$ cat config.mk
export PLATFORM = sky130hd
export DESIGN_NAME = ram_arbiter
export DESIGN_NICKNAME = d
export VERILOG_FILES = /design/src/rtl/ram_arbiter.sv
export SDC_FILE = /design/constraint.sdc
export NUM_CORES = 1
export LEC_CHECK = 0
export CORE_UTILIZATION = 36
export DETAILED_ROUTE_END_ITERATION = 6
export HOLD_SLACK_MARGIN = 0.03
export PLACE_DENSITY = 0.84
export SLEW_MARGIN = 20
export SYNTH_ARGS = -nofsm -noshare
export SYNTH_HDL_FRONTEND = slang
export SYNTH_SLANG_ARGS = --single-unit
export TNS_END_PERCENT = 30
$ cat constraint.sdc
create_clock -name clk -period 2.3 [get_ports clk]
set_input_delay 0.23 -clock clk [delete_from_list [all_inputs] [get_ports clk]]
set_output_delay 0.23 -clock clk [all_outputs]
set_load 0.02 [all_outputs]
$ cat src/rtl/ram_arbiter.sv
// Two-port arbiter in front of one single-port synchronous RAM.
// Commands are registered onto the RAM port; reads return two edges later.
module ram_arbiter #(
  parameter int DATA_WIDTH     = 8,
  parameter int ADDR_WIDTH     = 12,
  parameter bit FIXED_PRIORITY = 1'b0
) (
  input  logic                  clk,
  input  logic                  reset,
  input  logic                  req0,
  input  logic                  req1,
  input  logic                  we0,
  input  logic                  we1,
  input  logic [ADDR_WIDTH-1:0] addr0,
  input  logic [ADDR_WIDTH-1:0] addr1,
  input  logic [DATA_WIDTH-1:0] wdata0,
  input  logic [DATA_WIDTH-1:0] wdata1,
  output logic                  gnt0,
  output logic                  gnt1,
  output logic                  rvalid0,
  output logic                  rvalid1,
  output logic [DATA_WIDTH-1:0] rdata0,
  output logic [DATA_WIDTH-1:0] rdata1,
  output logic [ADDR_WIDTH-1:0] ram_addr,
  output logic [DATA_WIDTH-1:0] ram_data_in,
  output logic                  ram_we,
  input  logic [DATA_WIDTH-1:0] ram_data_out
);

  logic                  last_grant_q, last_grant_d;
  logic [ADDR_WIDTH-1:0] ram_addr_q, ram_addr_d;
  logic [DATA_WIDTH-1:0] ram_din_q, ram_din_d;
  logic                  ram_we_q, ram_we_d;
  logic                  a_valid_q, a_valid_d;
  logic                  a_owner_q, a_owner_d;
  logic                  b_valid_q, b_valid_d;
  logic                  b_owner_q, b_owner_d;

  logic                  gnt0_c, gnt1_c;
  logic                  xfer, sel1, we_sel;

  // last_grant_q holds the index of the port granted most recently
  always_comb begin
    gnt0_c = 1'b0;
    gnt1_c = 1'b0;
    if (!reset) begin
      if (req0 && req1) begin
        if (FIXED_PRIORITY || last_grant_q)
          gnt0_c = 1'b1;
        else
          gnt1_c = 1'b1;
      end else begin
        gnt0_c = req0;
        gnt1_c = req1;
      end
    end
  end

  assign gnt0   = gnt0_c;
  assign gnt1   = gnt1_c;
  assign sel1   = req1 & gnt1_c;
  assign xfer   = (req0 & gnt0_c) | sel1;
  assign we_sel = sel1 ? we1 : we0;

  always_comb begin
    last_grant_d = last_grant_q;
    ram_addr_d   = ram_addr_q;
    ram_din_d    = ram_din_q;
    ram_we_d     = 1'b0;
    a_valid_d    = 1'b0;
    a_owner_d    = a_owner_q;
    b_valid_d    = a_valid_q;
    b_owner_d    = a_owner_q;
    if (xfer) begin
      last_grant_d = sel1;
      ram_addr_d   = sel1 ? addr1 : addr0;
      ram_din_d    = sel1 ? wdata1 : wdata0;
      ram_we_d     = we_sel;
      a_valid_d    = ~we_sel;
      a_owner_d    = sel1;
    end
  end

  always_ff @(posedge clk or posedge reset) begin
    if (reset) begin
      last_grant_q <= 1'b1;
      ram_addr_q   <= '0;
      ram_din_q    <= '0;
      ram_we_q     <= 1'b0;
      a_valid_q    <= 1'b0;
      a_owner_q    <= 1'b0;
      b_valid_q    <= 1'b0;
      b_owner_q    <= 1'b0;
    end else begin
      last_grant_q <= last_grant_d;
      ram_addr_q   <= ram_addr_d;
      ram_din_q    <= ram_din_d;
      ram_we_q     <= ram_we_d;
      a_valid_q    <= a_valid_d;
      a_owner_q    <= a_owner_d;
      b_valid_q    <= b_valid_d;
      b_owner_q    <= b_owner_d;
    end
  end

  assign ram_addr    = ram_addr_q;
  assign ram_data_in = ram_din_q;
  assign ram_we      = ram_we_q;

  // RAM output is registered, so stage B lines up with valid read data
  assign rvalid0 = b_valid_q & ~b_owner_q;
  assign rvalid1 = b_valid_q & b_owner_q;
  assign rdata0  = ram_data_out;
  assign rdata1  = ram_data_out;

endmodule

After elaboration in Yosys (flattened, before gate mapping)
Cells that the tools add are included.
Operators by class
  muxes and demuxes: 11
  bitwise operators: 7
  reductions and logical operators: 1
Operators by type and width (count)
  12-bit two-way mux: 1
  1-bit two-way mux: 9
  8-bit two-way mux: 1
  1-bit AND: 4
  1-bit inverter: 2
  1-bit logical AND: 1
  1-bit OR: 1
Storage, ports and cells
  register bits after elaboration: 26

Logic depth before layout (Yosys ltp)
Gate-level depths: netlist of the first run.
  depth in word-level cells: 7
  gate-level depth with buffers: 4

Worst setup path after synthesis of the first run
No wires, ideal clock.
  path kind: input-to-reg
  from: input reset
  to: register ram_addr_q[10], in the netlist ram_addr[10]
  arrival: 1.532 ns
  required time: 2.174 ns
  setup slack: 0.642 ns
  cell stages on the path: 4
  buffers on the path: 1
  path through: inv_1 -> o21ai_1 -> buf_2 -> a221o_1
On the way
  cells in the longest elaborated chain, start to end: 3
  elaborated cells on any way between the ends: 6
  those cells by class: mux: 3; bitwise: 3
RTL lines
  start, declared: RTL line 9  | input logic reset,
  1-bit two-way mux: RTL line 46  | if (!reset) begin
  1-bit AND, on equally long branches: RTL line 61, 62
  12-bit two-way mux / 1-bit OR (equally long branches): RTL line 76, 62
  end signal, assigned: RTL line 96  | ram_addr_q <= ram_addr_d;
  end, declared: RTL line 31  | logic [ADDR_WIDTH-1:0] ram_addr_q, ram_addr_d;
Several ways; a longest one is shown, not always the timed one.
A chain may end at the register's enable or synchronous reset.

Final worst setup path of the first run
  from: register last_grant_q
  to: output gnt0
On the way
  cells in the longest elaborated chain, start to end: 3
RTL lines
  start, declared: RTL line 30  | logic last_grant_q, last_grant_d;
  start signal, assigned: RTL line 95  | last_grant_q <= last_grant_d;
  1-bit two-way mux: RTL line 48  | if (FIXED_PRIORITY || last_grant_q)
  1-bit two-way mux: RTL line 47  | if (req0 && req1) begin
  1-bit two-way mux: RTL line 46
  end, declared: RTL line 18  | output logic gnt0,
Every way passes these cells.

==> results of run 1 <==
[power by group through the flow]
stage | registers [W] | clock network, W | logic [W]
floorplan | 0.000646 | 0 | 0.000171
global route | 0.000579 | 0.000221 | 0.000450
CTS | 0.000571 | 0.000205 | 0.000425
global placement | 0.000575 | 0 | 0.000417
detailed placement | 0.000579 | 0 | 0.000424
finish | 0.000570 | 0.000194 | 0.000421
[kinds of logic (layout without fill, tap and decap cells)]
family,count (synthesis),in the layout
compound gates,27,27
buf+inv,26,80
flops,26,26
simple gates,30,30
[worst max-delay path, cell delays in order (launching register included)]
cell	delay (ns)
sky130_fd_sc_hd__dfstp_2	0.59
sky130_fd_sc_hd__inv_1	0.06
sky130_fd_sc_hd__a21oi_2	0.17
sky130_fd_sc_hd__clkdlybuf4s50_1	0.63
[flip-flops by register name (all words and copies together), names as in the netlist]
name          cells
ram_we            1
a_valid_q         1
ram_addr         12
b_owner_q         1
last_grant_q      1
ram_data_in       8
b_valid_q         1
a_owner_q         1
[cells in the final DEF, fill, tap and decap left out, drive strengths merged]
cell | synthesis | final
nor3 | 1 | 1
dfstp | 1 | 1
a21oi | 3 | 3
o21ba | 1 | 1
nor2 | 1 | 1
inv | 2 | 2
buf | 24 | 4
o21ai | 2 | 2
a221o | 20 | 20
nor2b | 1 | 1
nand2b | 1 | 1
and2 | 1 | 1
clkdlybuf4s50 | 0 | 70
a21boi | 1 | 1
nand2 | 3 | 3
and2b | 1 | 1
dfrtp | 25 | 25
and3 | 21 | 21
clkbuf | 0 | 4
[through the flow]
step	std cells	cell area [µm²]	hold WS [ns]
after global placement	205	1880	0.334
final	209	1900	0.352
after global routing	209	1900	0.366
after detailed placement	205	1880	0.336
after floorplan	109	1270	0.285
after CTS	209	1900	0.337
[path summary, 6_finish.rpt]
| kind | slack [ns] | end | depth (start not counted) |
|---|---|---|---|
| max | 0.32 | gnt0 | 3 |
| min | 0.35 | ram_data_in[6] | 3 |
| max reg2reg | 0.82 | ram_data_in[0] | 3 |
| min reg2reg | 0.36 | b_valid_q | 0 |
| max in group asynchronous | 1.65 | last_grant_q | 3 |
| min in group clk | 0.36 | b_valid_q | 0 |
[routing by layer]
layer  GRT usage  part of all wire
met2       0.335              0.53
met5           0                 0
met1       0.201              0.40
met4      0.0857             0.017
met3      0.0231             0.052
[area by class of cell]
type	instances	area [µm²]
well taps	46	57.6
repair buffers	74	731
inverters	2	7.51
flip-flops and latches	26	652
clock buffers	4	26.3
fillers	325	1460
multi-input cells	57	429
==> flow_summary.json, run 1 <==
{
  "outcome": "completed",
  "syn_avg_cell_area_um2": 11.7,
  "synth_enable_flop_cells": 0,
  "kind_of_capture_point_of_the_worst_setup_path": "output pin",
  "cts_hold_buf": 0,
  "synthTopCellsByArea": "sky130_fd_sc_hd__dfrtp_1, sky130_fd_sc_hd__a221o_1, sky130_fd_sc_hd__and3_1, sky130_fd_sc_hd__buf_4, sky130_fd_sc_hd__buf_6",
  "grt_pass1_vias": 1109,
  "area.growth.synth_to_final_pct": 49.4,
  "utilization": 0.566,
  "synth-simple-area-share": 0.143,
  "worst_case_headroom_to_the_max_slew_limit": 0.759,
  "post-cts-setup-buffers": 0,
  "grt_max_degree": 28,
  "timing_max_transition_violations_final": 0,
  "crit_path_max_fanout": 5,
  "timing.max_cap.violations": 0,
  "post_synth_inst_count": 109,
  "synthTopCellsByCount": "sky130_fd_sc_hd__dfrtp_1, sky130_fd_sc_hd__and3_1, sky130_fd_sc_hd__a221o_1, sky130_fd_sc_hd__buf_4",
  "detailed_place_hpwl_um": 2370,
  "detailedPlace.worstSlack_ns": 0.373,
  "synth.most_common_cell": "sky130_fd_sc_hd__dfrtp_1",
  "power_density_mw_per_mm2": 623,
  "timing_hold_violations_final": 0,
  "gp_congestion": 0.706,
  "synth_ff_type": "sky130_fd_sc_hd__dfrtp_1",
  "totalNegativeSetupSlack_ns": 0,
  "finalWirelength_um": 3240,
  "unrepaired_setup_endpoints_after_global_routing": "no",
  "synth-warning-count": 0,
  "synth_top_family_by_area": "compound AO/OA/AOI/OAI gates",
  "detailedRoute.firstPassIterationCount": 4,
  "placementRows": 21,
  "final.min_clock_period_ns": 1.98,
  "p_seq_frac": 0.481,
  "static-leakage-power_nw": 0.863,
  "power.share.switching": 0.297,
  "post_cts_resize_count": 0,
  "synth_compound_gate_area_share": 0.194,
  "timing.final.setup_violations": 0,
  "synthDominantAreaCellType": "sky130_fd_sc_hd__dfrtp_1",
  "synth_xor_xnor_area_share": 0,
  "synthMuxAreaShare": 0,
  "pwr-share-comb": 0.355,
  "placeableCoreArea_mm2": 0.00336,
  "clock_sink_count": 26,
  "fin_crit_sh": 0.862,
  "clockBufferDepth": 2,
  "p_int_w": 0.000834,
  "insertedDiodeCount": 0,
  "nets": 218,
  "drt_iter0_markers": 43,
  "clk_root_buffer_cell": "sky130_fd_sc_hd__clkbuf_4",
  "die-area_mm2": 0.00378,
  "yosysSeqAreaShare": 0.512,
  "clk_latency_ns": 0.31,
  "finClkSkew_ns": 0.00107,
  "timing.final.ws_setup_ns": 0.317,
  "critical_path_class": "reg2out",
  "startpoint_type": "flop",
  "ctsHtreeMaxLevel": 1,
  "die-height_um": 61.5,
  "max_freq_ghz": 0.504,
  "grt_util_all_layers": 0.180,
  "synth_top_area_frac": 0.491,
  "worst_hold_path_type": "in2async",
  "vias_per_cell": 5.17,
  "worst_setup_hold_path_clk_slew_ns": 0.13,
  "syn-num-nets": 163,
  "worstPathArrival_ns": 1.75,
  "num_io_pins": 95,
  "ys_seq_elements": 26,
  "worst_pin_slew_ns": 0.360,
  "dr_total_vias": 1080,
  "vdd_drop_max_v": 0.000258,
  "synth_fa_ha_area_frac": 0,
  "critical_path.reg2reg.startpoint": "last_grant_q",
  "yosys.cell_types.count": 22,
  "power.switching_w": 0.000352,
  "antenna_violations_before_repair": 0,
  "ys_async_sr_fraction": 1.00,
  "drt_wl_cell_um": 15.5,
  "final_antenna_net_count": 0,
  "starting_density_of_the_core": 0.379,
  "detail_route.drc_violations": 0,
  "combined_area_of_all_synthesized_cells_mm2": 0.00127,
  "critPathRequiredTime_ns": 2.07,
  "grt_first_pass_wirelength_um": 4940,
  "cts_bufs_inserted": 3,
  "drive_gt1_frac": 0.0675,
  "clkPwrFrac": 0.163,
  "grt_remaining_overflow": 0,
  "port-buffer-count": 70,
  "tritoncts_clock_tree": "done",
  "dieWidth_um": 61.5,
  "worstSetupStartpoint": "last_grant_q",
  "post-layout-total-power_w": 0.00119
}
No activity file was read; power rests on OpenSTA's default activity.
==> run 2, diff against run 1 <==
--- a/config.mk
+++ b/config.mk
@@ -9,7 +9,6 @@
 export DETAILED_ROUTE_END_ITERATION = 6
 export HOLD_SLACK_MARGIN = 0.03
 export PLACE_DENSITY = 0.84
-export SLEW_MARGIN = 20
 export SYNTH_ARGS = -nofsm -noshare
 export SYNTH_HDL_FRONTEND = slang
 export SYNTH_SLANG_ARGS = --single-unit
==> results of run 2 <==
Final layout, timing and power as in run 1 (identical DEF).
